$ cat config.mk
export PLATFORM = sky130hd
export DESIGN_NAME = regex_imem_arbiter
export DESIGN_NICKNAME = d
export VERILOG_FILES = /design/src/rtl/regex_imem_arbiter.sv
export SDC_FILE = /design/constraint.sdc
export NUM_CORES = 1
export LEC_CHECK = 0
export ABC_CLOCK_PERIOD_IN_PS = 2700
export BUFFER_PORTS_ARGS = -buffer_cell sky130_fd_sc_hd__buf_2
export CAP_MARGIN = 5
export CORE_AREA = 2 2 48 84
export CTS_CLUSTER_DIAMETER = 200
export DETAILED_ROUTE_END_ITERATION = 10
export DIE_AREA = 0 0 50 86
export PLACE_DENSITY = 0.78
export SETUP_SLACK_MARGIN = 0.05
export SLEW_MARGIN = 20
export SYNTH_ARGS = -nofsm -noshare
export SYNTH_HDL_FRONTEND = slang
export SYNTH_SLANG_ARGS = --single-unit
export TNS_END_PERCENT = 50
$ cat constraint.sdc
create_clock -name clk -period 2.7 [get_ports clk]
set_input_delay 0.27 -clock clk [delete_from_list [all_inputs] [get_ports clk]]
set_output_delay 0.27 -clock clk [all_outputs]
set_load 0.05 [all_outputs]
$ cat src/rtl/regex_imem_arbiter.sv
// Round-robin arbiter sharing one instruction-memory read port among N_CPU regex_cpu instances.
// One transaction in flight at a time: GRANT holds the request until mem_ready, DATA forwards the word.
module regex_imem_arbiter #(
  parameter int N_CPU             = 4,
  parameter int MEMORY_WIDTH      = 16,
  parameter int MEMORY_ADDR_WIDTH = 11,
  parameter int ID_WIDTH          = $clog2(N_CPU)
) (
  input  logic                               clk,
  input  logic                               rst,
  input  logic [N_CPU-1:0]                   cpu_memory_valid,
  input  logic [N_CPU*MEMORY_ADDR_WIDTH-1:0] cpu_memory_addr,
  output logic [N_CPU-1:0]                   cpu_memory_ready,
  output logic [MEMORY_WIDTH-1:0]            cpu_memory_data,
  output logic                               mem_valid,
  output logic [MEMORY_ADDR_WIDTH-1:0]       mem_addr,
  input  logic                               mem_ready,
  input  logic [MEMORY_WIDTH-1:0]            mem_data,
  output logic [ID_WIDTH-1:0]                grant_id,
  output logic                               busy
);

  typedef enum logic [1:0] {
    S_IDLE  = 2'd0,
    S_GRANT = 2'd1,
    S_DATA  = 2'd2
  } state_t;

  state_t                       r_state;
  state_t                       w_state_nxt;
  logic [ID_WIDTH-1:0]          r_rr_ptr;
  logic [ID_WIDTH-1:0]          r_owner;
  logic [MEMORY_ADDR_WIDTH-1:0] r_addr_q;
  logic                         r_mem_valid;

  logic [N_CPU-1:0]             w_cand;
  logic [ID_WIDTH-1:0]          w_idx;
  logic [ID_WIDTH-1:0]          w_win;
  logic [ID_WIDTH-1:0]          w_rr_nxt;
  logic                         w_found;
  logic                         w_take;
  logic [MEMORY_ADDR_WIDTH-1:0] w_win_addr;

  // The owner just served still has valid high during DATA; keep it out of the next round.
  always_comb begin
    w_cand = cpu_memory_valid;
    if (r_state == S_DATA) begin
      w_cand[r_owner] = 1'b0;
    end
  end

  always_comb begin
    w_found = 1'b0;
    w_win   = '0;
    w_idx   = '0;
    for (int k = 0; k < N_CPU; k++) begin
      w_idx = ID_WIDTH'((int'(r_rr_ptr) + k) % N_CPU);
      if (!w_found && w_cand[w_idx]) begin
        w_found = 1'b1;
        w_win   = w_idx;
      end
    end
  end

  assign w_win_addr = cpu_memory_addr[int'(w_win)*MEMORY_ADDR_WIDTH +: MEMORY_ADDR_WIDTH];
  assign w_rr_nxt   = (int'(w_win) == N_CPU - 1) ? '0 : w_win + 1'b1;
  assign w_take     = w_found && ((r_state == S_IDLE) || (r_state == S_DATA));

  always_comb begin
    w_state_nxt = r_state;
    case (r_state)
      S_IDLE:  if (w_found) w_state_nxt = S_GRANT;
      S_GRANT: if (mem_ready) w_state_nxt = S_DATA;
      S_DATA:  w_state_nxt = w_found ? S_GRANT : S_IDLE;
      default: w_state_nxt = S_IDLE;
    endcase
  end

  always_ff @(posedge clk) begin
    if (rst) begin
      r_state     <= S_IDLE;
      r_rr_ptr    <= '0;
      r_owner     <= '0;
      r_addr_q    <= '0;
      r_mem_valid <= 1'b0;
    end else begin
      r_state     <= w_state_nxt;
      r_mem_valid <= (w_state_nxt == S_GRANT);
      if (w_take) begin
        r_owner  <= w_win;
        r_addr_q <= w_win_addr;
        r_rr_ptr <= w_rr_nxt;
      end
    end
  end

  // Ready is a combinational echo of mem_ready, steered to the latched owner only.
  always_comb begin
    cpu_memory_ready = '0;
    if ((r_state == S_GRANT) && mem_ready) begin
      cpu_memory_ready[r_owner] = 1'b1;
    end
  end

  assign cpu_memory_data = mem_data;
  assign mem_valid       = r_mem_valid;
  assign mem_addr        = r_addr_q;
  assign grant_id        = r_owner;
  assign busy            = (r_state != S_IDLE);

endmodule

==> metrics <==
Area contributors post-synth dfxtp_1, a21oi_1, buf_4; I/O pins 102; H-tree Lvls 1; hold_sp mem_ready; setup violators final 0; Avg Cell Area, Syn between 8 and 9 um^2; Initial Util 40.37%; worst-margin pin slew 0.5360 ns; Peak VDD IR 359.6 uV; Nets 294; worst reg2reg path depth 8; flop-to-flop setup slack 0.23 ns; WP data required slightly below 3 ns; Syn Nets 247; die area 0.004300 mm^2; status complete, no violations; final cell count without fillers 271; Area growth syn-to-layout 20.62%; total power 1.097 mW; Multi-input gate area 885.9 um^2; Syn Inst Count about 180; Seq/Total Area, Yosys 24.85%; First DRT Iteration DRCs 33; dpl hpwl 3151 um; DR pass1 iterations 4; Leak 0.8091 nW; Post-Route WL ~4100 um; Clock Skew 0.002452 ns; Site Rows 29; first-pass GRT wire length roughly 6500 um; WL/cell between 15 and 20 um; Synth Register Bits 18; Hold Crit Class input pin to flip-flop; Worst Hold Depth 3; post-layout minimum cycle time 2.468 ns; CP Class flip-flop to flip-flop; number of port buffers 69; unrepaired setup endpoints after global routing yes; largest net degree at the start of global routing 25; die span in y 86 um; number of global-route vias before repair approximately 1,400; delay-heaviest family, CP compound AO/OA/AOI/OAI gates; total grt overflow 0; Final Wtd Congestion between 0.8 and 0.9; Worst setup EP type flip-flop; slowest cell delay on critical path 0.54 ns; Inserted Diodes 0; Worst Path Buf+Inv 1; # fillers 347; Critical R2R Launch grant_id[0]$_SDFFE_PP0P_; Post-synth EDFFs 0; slowest CP cell dfxtp_1; Tcrit/Tclk final 91.42%; maximum capacitance violations 0; Detail Route Antenna Nets 0; Reg area 360.3 um^2; final hold violations 0; DP Area ~0.0017 mm^2; Worst-path clk slew 0.07 ns; Fin Setup TNS 0 ns; Post-Syn Area about 0.0015 mm^2; CP max FO 12; clock latency on the worst-skew pair 0.25 ns; CP startpoint kind flip-flop; clk root buf clkbuf_8; GRT Overall Usage 19.00%; Die W 50 um; share of the synthesized area in the top cell type 24.85%; placed cell count 267; # clock sinks 18; top-count cell post-synth a21oi_1; Yosys top cell by area dfxtp_1; vias per cell 5.572; initial antenna violation count 0; top_reg_cell synth dfxtp_1; fmax 0.4051 GHz; TritonCTS clock tree yes; end of the worst hold path r_state[1]$_SDFF_PP0_; Setup Buffers After CTS 0; final design area excluding fillers between 0.0015 and 0.002 mm^2; core area 0.003592 mm^2; Final Max Tran Viols 0; layout cells sized above 1 44.00%; Worst R2R End r_rr_ptr[0]$_SDFFE_PP0P_; CP Cell Sequence nand4b_1 -> a211oi_1 -> o32ai_4 -> nand2_1 -> inv_1 -> ha_1 -> or3_1 -> a21oi_1; most frequent cells after synthesis a21oi_1, dfxtp_1, buf_4; CTS buffer count 3; yosys warns 0; Slew headroom between 60 and 70%; PD cells between 600 and 700 mW/mm^2; WP data arrival 2.66 ns; ys async rst share 0%; DRC violations left 0; via count 1,510; CTS max path bufs 2; Cell variety after synth 40
-- cells in the final DEF (no fill, tap or decap), types with 2 or more instances in the layout --
cell type  netlist  routed
a21oi_1         26      26
buf_4           17       4
nor3_1           2       2
or2_2            2       2
nand2_1         15      15
a31o_2           7       7
a31o_1           4       4
clkbuf_8         0       4
o21ai_1         10      10
nor2_1           7       7
o21ai_0          2       2
nand3b_1        12      12
dfxtp_1         18      18
mux2i_1          3       3
o31ai_2          7       7
a32oi_1          2       2
buf_2            8      69
inv_1            4       4
o22ai_1          2       2
o31ai_1          5       5
-- sequential cells by signal, indices dropped and copies added (netlist names) --
register and flops:
grant_id 2, mem_addr 11, mem_valid 1, r_rr_ptr 2, r_state 2
-- metal layers --
layer / GRT usage [%] / vias up / part of all wire, %
li1: - / 745 / -
met1: 21.56 / 684 / 38
met2: 32.06 / 63 / 51
met3: 2.613 / 18 / 6.9
met4: 12.88 / 0 / 4.0
met5: 0 / - / 0
-- power breakdown --
part	switching [mW]	internal [mW]
clock	0.0896	0.130
sequential	0.0438	0.308
combinational	0.336	0.190
total	0.469	0.628
-- repair_timing --
item / CTS / global route
hold buffers: 0 / 0
endpoints found under the setup margin: 0 / 13
resized for setup: 0 / 2
-- cells by family (layout without fill, tap and decap cells) --
family / after synthesis / after routing / synth area share [%]
flops: 18 / 18 / 24.85
simple gates: 49 / 49 / 20.88
mux: 3 / 3 / 2.071
fa+ha+maj: 1 / 1 / 0.8627
compound gates: 73 / 73 / 36.15
buf+inv: 35 / 81 / 15.18
-- worst register-to-register path: stages (launching register included) --
cell and delay, ns:
dfxtp_1 0.54, nand4b_1 0.23, a211oi_1 0.50, o32ai_4 0.27
nand2_1 0.15, inv_1 0.06, ha_1 0.17, or3_1 0.36
a21oi_1 0.14
-- layout make-up --
cell class                 instances  area share (%)
multi-input combinational        126           50.64
timing repair buffer              73           21.46
sequential                        18           20.60
tap                               46           3.290
clock buffer                       4           3.147
inverter                           4          0.8584
-- worst max-delay path by stage --
stage                                   startpoint                         to  slack, ns  depth (start not counted)
after floorplan           grant_id[0]$_SDFFE_PP0P_   r_rr_ptr[0]$_SDFFE_PP0P_       0.06                         10
after global placement    grant_id[1]$_SDFFE_PP0P_  mem_addr[10]$_SDFFE_PP0P_       0.28                          7
after detailed placement  grant_id[1]$_SDFFE_PP0P_   mem_addr[5]$_SDFFE_PP0P_       0.22                          7
after CTS                 grant_id[1]$_SDFFE_PP0P_   mem_addr[5]$_SDFFE_PP0P_       0.23                          7
after global routing      grant_id[0]$_SDFFE_PP0P_   r_rr_ptr[0]$_SDFFE_PP0P_     -0.009                          8
final                     grant_id[0]$_SDFFE_PP0P_   r_rr_ptr[0]$_SDFFE_PP0P_       0.23                          8
-- per-stage QoR --
step                hold WS, ns  utilization [%]  worst slack [ns]
floorplan                0.4330                -           0.05708
global placement         0.4751            46.71            0.2800
detailed placement       0.4770            46.71            0.2185
CTS                      0.2997            48.24            0.2275
global route             0.3255            48.69         -0.008574
finish                   0.3020            48.69            0.2317
(Power assumes the default switching activity.)
